[config.mk]
export PLATFORM = sky130hd
export DESIGN_NAME = sar_adc_scan
export DESIGN_NICKNAME = d
export VERILOG_FILES = /design/src/rtl/sar_adc_scan.sv
export SDC_FILE = /design/constraint.sdc
export NUM_CORES = 1
export LEC_CHECK = 0
export BUFFER_PORTS_ARGS = -buffer_cell sky130_fd_sc_hd__buf_2
export CAP_MARGIN = 10
export CELL_PAD_IN_SITES_DETAIL_PLACEMENT = 1
export CELL_PAD_IN_SITES_GLOBAL_PLACEMENT = 1
export CORE_ASPECT_RATIO = 0.75
export CORE_MARGIN = 1.5
export CORE_UTILIZATION = 35
export CTS_CLUSTER_SIZE = 28
export DETAILED_ROUTE_END_ITERATION = 12
export PLACE_DENSITY = 0.75
export SLEW_MARGIN = 5
export SYNTH_ARGS = -nofsm -noshare
export SYNTH_HDL_FRONTEND = slang
export SYNTH_SLANG_ARGS = --single-unit
[constraint.sdc]
create_clock -name clk_i -period 5.4 [get_ports clk_i]
set_input_delay 0.81 -clock clk_i [delete_from_list [all_inputs] [get_ports clk_i]]
set_output_delay 0.81 -clock clk_i [all_outputs]
set_load 0.1 [all_outputs]
[src/rtl/sar_adc_scan.sv]
// Multi-channel SAR ADC scan controller: settles the analog mux, runs successive-approximation
// trials against an external comparator, optionally averages, and streams results out.
module sar_adc_scan #(
    parameter int unsigned RESOLUTION    = 12,
    parameter int unsigned CHANNELS      = 4,
    parameter int unsigned BIT_CYCLES    = 4,
    parameter int unsigned SETTLE_CYCLES = 16,
    parameter int unsigned AVG_LOG2      = 0,
    localparam int unsigned CH_W         = (CHANNELS > 1) ? $clog2(CHANNELS) : 1
) (
    input  logic                  clk_i,
    input  logic                  rst_i,
    input  logic                  start_i,
    input  logic                  continuous_i,
    input  logic [CHANNELS-1:0]   chan_en_i,
    input  logic                  comp_i,
    output logic [RESOLUTION-1:0] dac_o,
    output logic [CH_W-1:0]       mux_o,
    output logic                  busy_o,
    output logic [RESOLUTION-1:0] data_o,
    output logic [CH_W-1:0]       chan_o,
    output logic                  valid_o,
    input  logic                  ready_i
);

    localparam int unsigned CNT_MAX = (SETTLE_CYCLES > BIT_CYCLES) ? SETTLE_CYCLES : BIT_CYCLES;
    localparam int unsigned CNT_W   = $clog2(CNT_MAX);
    localparam int unsigned BIT_W   = $clog2(RESOLUTION);
    localparam int unsigned AVG_W   = AVG_LOG2 + 1;
    localparam int unsigned NCONV   = 1 << AVG_LOG2;
    localparam int unsigned ACC_W   = RESOLUTION + AVG_LOG2;

    localparam logic [1:0] ST_IDLE    = 2'd0;
    localparam logic [1:0] ST_SETTLE  = 2'd1;
    localparam logic [1:0] ST_CONVERT = 2'd2;
    localparam logic [1:0] ST_OUTPUT  = 2'd3;

    logic [1:0]            r_state;
    logic [CHANNELS-1:0]   r_mask;
    logic [CH_W-1:0]       r_mux;
    logic [CNT_W-1:0]      r_cnt;
    logic [BIT_W-1:0]      r_bit;
    logic [RESOLUTION-1:0] r_code;
    logic [AVG_W-1:0]      r_avg;
    logic [ACC_W-1:0]      r_acc;
    logic [RESOLUTION-1:0] r_data;
    logic [CH_W-1:0]       r_chan;

    logic                  w_low_found;
    logic [CH_W-1:0]       w_low_ch;
    logic                  w_next_found;
    logic [CH_W-1:0]       w_next_ch;
    logic [RESOLUTION-1:0] w_trial;
    logic [RESOLUTION-1:0] w_decided;
    logic [ACC_W-1:0]      w_sum;

    // Lowest enabled channel of the live mask, and next enabled channel above mux in the latched one.
    always_comb begin
        w_low_found  = 1'b0;
        w_low_ch     = '0;
        w_next_found = 1'b0;
        w_next_ch    = '0;
        for (int i = int'(CHANNELS) - 1; i >= 0; i--) begin
            if (chan_en_i[i]) begin
                w_low_found = 1'b1;
                w_low_ch    = CH_W'(i);
            end
            if (r_mask[i] && (i > int'(r_mux))) begin
                w_next_found = 1'b1;
                w_next_ch    = CH_W'(i);
            end
        end
    end

    always_comb begin
        w_trial   = RESOLUTION'(1) << r_bit;
        w_decided = comp_i ? (r_code | w_trial) : r_code;
        w_sum     = r_acc + ACC_W'(w_decided);
    end

    always_ff @(posedge clk_i) begin
        if (rst_i) begin
            r_state <= ST_IDLE;
            r_mask  <= '0;
            r_mux   <= '0;
            r_cnt   <= '0;
            r_bit   <= '0;
            r_code  <= '0;
            r_avg   <= '0;
            r_acc   <= '0;
            r_data  <= '0;
            r_chan  <= '0;
        end else begin
            case (r_state)
                ST_IDLE: begin
                    if (start_i && w_low_found) begin
                        r_mask  <= chan_en_i;
                        r_mux   <= w_low_ch;
                        r_cnt   <= CNT_W'(SETTLE_CYCLES - 1);
                        r_state <= ST_SETTLE;
                    end
                end
                ST_SETTLE: begin
                    if (r_cnt == '0) begin
                        r_cnt   <= CNT_W'(BIT_CYCLES - 1);
                        r_bit   <= BIT_W'(RESOLUTION - 1);
                        r_code  <= '0;
                        r_acc   <= '0;
                        r_avg   <= '0;
                        r_state <= ST_CONVERT;
                    end else begin
                        r_cnt <= r_cnt - CNT_W'(1);
                    end
                end
                ST_CONVERT: begin
                    if (r_cnt != '0) begin
                        r_cnt <= r_cnt - CNT_W'(1);
                    end else begin
                        r_cnt <= CNT_W'(BIT_CYCLES - 1);
                        if (r_bit != '0) begin
                            r_code <= w_decided;
                            r_bit  <= r_bit - BIT_W'(1);
                        end else begin
                            // LSB decided: fold the finished code in, start the next conversion.
                            r_acc  <= w_sum;
                            r_code <= '0;
                            r_bit  <= BIT_W'(RESOLUTION - 1);
                            if (r_avg == AVG_W'(NCONV - 1)) begin
                                r_data  <= RESOLUTION'(w_sum >> AVG_LOG2);
                                r_chan  <= r_mux;
                                r_state <= ST_OUTPUT;
                            end else begin
                                r_avg <= r_avg + AVG_W'(1);
                            end
                        end
                    end
                end
                ST_OUTPUT: begin
                    if (ready_i) begin
                        r_cnt <= CNT_W'(SETTLE_CYCLES - 1);
                        if (w_next_found) begin
                            r_mux   <= w_next_ch;
                            r_state <= ST_SETTLE;
                        end else if (continuous_i && w_low_found) begin
                            r_mask  <= chan_en_i;
                            r_mux   <= w_low_ch;
                            r_state <= ST_SETTLE;
                        end else begin
                            r_state <= ST_IDLE;
                        end
                    end
                end
                default: r_state <= ST_IDLE;
            endcase
        end
    end

    assign dac_o   = (r_state == ST_CONVERT) ? (r_code | w_trial) : '0;
    assign mux_o   = r_mux;
    assign busy_o  = (r_state != ST_IDLE);
    assign valid_o = (r_state == ST_OUTPUT);
    assign data_o  = r_data;
    assign chan_o  = r_chan;

endmodule

==> impl_metrics.ini, run 1 <==
[global_route]
grt_pass1_wl_um = 14620
first_global_vias = 2809
antenna_found_initial = 0
grt_overflow_total = 0
grt_usage = 0.1943
grt_max_degree = 29

[placed_design]
dp_cells = 506
place_area_mm2 = 0.003371
portBuffers = 39
dp_hpwl_um = 6428
routabilityCongestion = 0.8910

[power_and_ir_drop]
powerDensity_mw_per_mm2 = 448.7
max-vdd-ir-drop_mv = 0.1560
power_leakage_nw = 1.620

[floorplan]
initial_core_util = 0.3657
die_area_mm2 = 0.009530
row_count = 29
io_pins = 40
chipHeight_um = 84.92
core_region_area_mm2 = 0.008563
die_x_um = 112.2

[finish]
fin_area_mm2 = 0.003561
finalNonFillerCells = 514
final_util = 0.4158
area_growth_pct = 13.70
antennaDiodeCount = 0
num-nets-final = 439
drive_above_1_share = 0.1429

[sta]
fin_worst_skew_ns = 0.007130
setup_viol = 0
period_needed_ns = 3.126
slew_headroom = 0.4823
worst_pin_slew_ns = 0.7738
rsz0062_at_grt = no
timing.fmax_mhz = 319.9
fin_setup_tns_ns = 0
hold_viol = 0
drv_slew = 0
period_share = 0.5789

[yosys]
ys_ff_latch = 53
post-synth-top-area-cell = dfxtp_1
postSynthAreaPerCell_um2 = 8.419
syn-num-nets = 406
ys_top_cells_by_count = dfxtp_1, a21oi_1, nand2_1
synth_edf_count = 0
yosys.cell_count.top_type = dfxtp_1
ys_types = 59
synth_area_leaders = dfxtp_1, ha_1, a21oi_1, nand2_1, a21o_1
postSynthCellCount = 372
yosysWarnings = 0
synth_area_mm2 = 0.003132
synth_flop_cell = dfxtp_1
synth-seq-area-share = 0.3388
synth-async-reset-ratio = 0
yosysTopAreaCellShare = 0.3388

[clock_network]
clkSinkCount = 53
cts_resized = 0
htreeDepth = 2
clkTransAtPathRegs_ns = 0.07
hold_buffers = 0
insertion_delay_ns = 0.30
clockBufferDepth = 2
cts_tree = done
cts_root_buffer = clkbuf_16
numCtsBuffers = 5
cts_setup_buffers = 0

[drt]
vias = 2881
ant_nets = 0
post_drt_wl_per_cell_um = 17.36
drcViolationCount = 2
dr.pass1.iters = 8
routed_wl_um = 8922
first_iter_violations = 154
vias_per_cell = 5.605

[critical_path]
path_delay_family = compound AO/OA/AOI/OAI gates
critical_path_class = reg -> reg
slowest_stage = dfxtp_1
r2r_start = r_bit[0]
worstPathCellList = inv_1 -> ha_1 -> nor3b_2 -> a21o_1 -> ha_1 -> fa_1 -> a211oi_1 -> o21bai_1 -> a21oi_1 -> nor4_1 -> a311o_1
cp-end-kind = flip-flop
cp_num_buf_inv = 1
crit_required_ns = 5.59
cp_max_fo = 8
slowest_delay_ns = 0.43
reg2reg_slack_ns = 2.27
arrival_ns = 3.32
crit_top_cell = ha_1
start_kind = flip-flop
r2r-end = data_o[6]
reg2reg_depth = 11

[min_path]
hold_path_class = reg -> reg
whs_path_depth = 2
hold_start = chan_o[1]
hold_end = chan_o[1]

[status]
violations = DRC
status = complete, but fails checks

[job]
max_cap_viol_count = 0
-- state kept, by name (all words and copies together), names as in the netlist --
| register | count |
|---|---|
| r_bit | 4 |
| r_mask | 3 |
| r_acc | 12 |
| r_cnt | 4 |
| r_code | 12 |
| mux_o | 2 |
| r_state | 2 |
| data_o | 12 |
| chan_o | 2 |
-- cells in the final DEF (no fill, tap or decap), types with 2 or more instances in the layout --
cell / instances
o211ai_1: 8
or3b_1: 2
mux2i_1: 5
or3_1: 3
and2_1: 6
o41ai_1: 2
a22o_1: 2
o21ai_0: 14
nor2b_1: 19
a31oi_1: 2
o21a_1: 2
a2111oi_2: 2
nor3_1: 5
a311o_1: 2
buf_2: 39
dfxtp_1: 53
o21bai_1: 2
xnor2_1: 4
a22oi_1: 2
nand3_1: 12
a211oi_1: 5
nand2b_1: 3
nand4_1: 2
ha_1: 23
a21oi_1: 44
nand2_1: 41
a211o_1: 3
bufinv_16: 2
and3_1: 2
a41o_1: 2
a21o_1: 19
xor2_1: 3
clkbuf_16: 5
inv_1: 14
nor2_1: 29
-- stage by stage --
step           hold WS, ns  setup WS [ns]  total power (W)
2_1_floorplan       0.4315          2.241         0.001036
3_3_place_gp        0.4462          2.432         0.001158
3_5_place_dp        0.4496          2.302         0.001180
4_1_cts             0.4681          2.277         0.001612
5_1_grt             0.4763          2.055         0.001699
6_report            0.4615          2.274         0.001598
-- worst reg2reg max path: cells and delay by family, from the launching register on --
family | cells | cell delay (ns)
compound gates | 5 | 1.22
fa+ha+maj | 3 | 0.95
buf+inv | 1 | 0.12
simple gates | 2 | 0.30
flops | 1 | 0.43
-- worst max-delay path by stage --
stage / end / depth (start not counted) / start / slack, ns
after floorplan: dac_o[10] / 4 / r_state[0] / 2.24
after global placement: data_o[6] / 11 / r_bit[0] / 2.43
after detailed placement: data_o[6] / 11 / r_bit[0] / 2.30
after CTS: data_o[6] / 11 / r_bit[0] / 2.28
after global routing: data_o[6] / 11 / r_bit[0] / 2.05
final: data_o[6] / 11 / r_bit[0] / 2.27
-- cell type report --
class / instances / area, um2
repair buffers: 39 / 195.2
fillers: 1056 / 5002
clock inverters: 3 / 65.06
clock buffers: 5 / 125.1
multi-input cells: 292 / 1927
flip-flops and latches: 53 / 1061
well taps: 108 / 135.1
inverters: 14 / 52.55
-- layer usage --
layer,share of wire,wire length [um],up-vias,GRT usage
li1,-,-,1399,-
met1,0.50,4476,1401,0.2904
met2,0.43,3797,73,0.2906
met3,0.062,551,8,0.03071
met4,0.011,97,0,0.05178
met5,0,0,-,0
-- cells by family after synthesis --
family	share of synthesized area
xor+xnor	0.01958
mux	0.01598
buf+inv	0.04594
fa+ha+maj	0.09828
flops	0.3388
simple gates	0.2149
compound gates	0.2665
-- report_power, final --
group	internal (W)	total, W	leakage, nW	switching [W]
Sequential	0.000439	0.000507	0.429	0.0000681
Clock	0.000265	0.000416	0.0938	0.000151
Combinational	0.000217	0.000675	1.10	0.000458
Note: power is estimated with default switching activity, not from simulation.
==> run 2, diff against run 1 <==
==> constraint.sdc (replaced) <==
create_clock -name clk_i -period 2.97 [get_ports clk_i]
set_input_delay 0.4455 -clock clk_i [delete_from_list [all_inputs] [get_ports clk_i]]
set_output_delay 0.4455 -clock clk_i [all_outputs]
set_load 0.1 [all_outputs]
==> impl_metrics.ini, run 2 (same netlist as run 1, synthesis figures left out) <==
[min_path]
hold_start = chan_en_i[1]
hold_path_class = in -> reg

[sta]
fin_worst_skew_ns = 0.005626
fin_setup_tns_ns = 0
slew_headroom = 0.6383
timing.fmax_mhz = 352.5
rsz0062_at_grt = no
drv_slew = 0
hold_viol = 0
setup_viol = 0
hold_ws_ns = 0.4418
worst_pin_slew_ns = 0.5426
period_needed_ns = 2.837
period_share = 0.9552

[critical_path]
worstPathCellList = inv_1 -> ha_1 -> nor3b_2 -> a21o_1 -> ha_1 -> fa_1 -> a211oi_2 -> o21bai_1 -> o21a_1 -> or3_1 -> nand3_1
crit_end = data_o[10]
r2r_start = r_bit[0]
slowest_delay_ns = 0.44
path_delay_family = adder cells
reg2reg_depth = 11
reg2reg_slack_ns = 0.13
start_kind = flip-flop
crit_required_ns = 3.21
arrival_ns = 3.08
path_depth = 11
cp_max_fo = 6
critical_path_class = reg -> reg
crit_start = r_bit[0]
crit_top_cell = ha_1
slowest_stage = fa_1
cp-end-kind = flip-flop
r2r-end = data_o[10]
cp_num_buf_inv = 1

[clock_network]
cts_tree = done
cts_root_buffer = clkbuf_16
clkSinkCount = 53
insertion_delay_ns = 0.30
clkTransAtPathRegs_ns = 0.07
htreeDepth = 2
clockBufferDepth = 2
cts_setup_buffers = 0
hold_buffers = 0
numCtsBuffers = 5

[status]
status = finished, final reports clean

[drt]
m1WireLength_um = 4718
wl_met2_um = 3781
dr.max_layer_used = met4
first_iter_violations = 130
met3WireLength_um = 402
drcViolationCount = 0
vias_per_cell = 5.500
dr.pass1.iters = 6
ant_nets = 0
vias = 2904
post_drt_wl_per_cell_um = 17.06
routed_wl_um = 9009

[finish]
num-nets-final = 453
layout_commonest_cell = dfxtp_1
drive_above_1_share = 0.1762
final_cell_mix = dfxtp_1, a21oi_1, nand2_1
finalNonFillerCells = 528
final_util = 0.4230
area_growth_pct = 15.66
antennaDiodeCount = 0

[floorplan]
die_x_um = 112.2
io_pins = 40
row_count = 29
die_area_mm2 = 0.009530
core_region_area_mm2 = 0.008563
chipHeight_um = 84.92
initial_core_util = 0.3657

[power_and_ir_drop]
powerDensity_mw_per_mm2 = 763.3
power.total_w = 0.002765
max-vdd-ir-drop_mv = 0.2719
power_leakage_nw = 1.668

[global_route]
grt_usage = 0.1941
grt_max_degree = 28
grt_overflow_total = 0
first_global_vias = 2815
antenna_found_initial = 0
grt_pass1_wl_um = 14650

[placed_design]
dp_hpwl_um = 6777
portBuffers = 39
dp_cells = 520
routabilityCongestion = 0.8467

[job]
max_cap_viol_count = 0
run 2: how the worst min path moves through the flow:
stage	end	slack, ns	depth (start not counted)
finish	r_mask[1]	0.44	3
global route	r_mask[1]	0.45	3
CTS	r_mask[1]	0.45	3
detailed placement	data_o[3]	0.45	2
global placement	data_o[3]	0.45	2
floorplan	r_acc[6]	0.43	2
run 2: report_power, final:
part           switching, W  total, W  internal, W  leakage, nW
clock network      0.000262  0.000572     0.000310       0.0706
logic              0.000848   0.00128     0.000431         1.17
registers          0.000114  0.000914     0.000800        0.430
total               0.00122   0.00276      0.00154         1.67
run 2: metrics by stage:
stage / cell area, um2 / setup WS, ns
6_report: 3622 / 0.1330
5_1_grt: 3622 / 0.02470
4_1_cts: 3615 / 0.01547
3_5_place_dp: 3476 / 0.1018
3_3_place_gp: 3476 / 0.1852
2_1_floorplan: 3132 / 0.1758
run 2: tightest hold or removal path: cells and delay by family:
family | cells | cell delay [ns]
buffers and inverters | 1 | 0.13
multiplexers | 1 | 0.05
AND/OR/NAND/NOR | 1 | 0.06
run 2: layout make-up:
cell class              instances  area (um2)
clock buffers                   6       128.9
clock inverters                 2       10.01
fillers                      1064        4941
inverters                      14       52.55
multi-input cells             292        1932
flip-flops and latches         53        1064
well taps                     108       135.1
repair buffers                 53       300.3
run 2: metal layers:
layer  global-route usage  up-vias
met3              0.03429       11
met5                    0        -
met4              0.04833        0
li1                     -     1431
met1               0.2897     1402
met2               0.2895       60
run 2: repair_timing:
action                                 in CTS  in global routing
endpoints found under the hold margin       0                  0
resized for setup                           0                  4
setup endpoints to repair                   0                  6
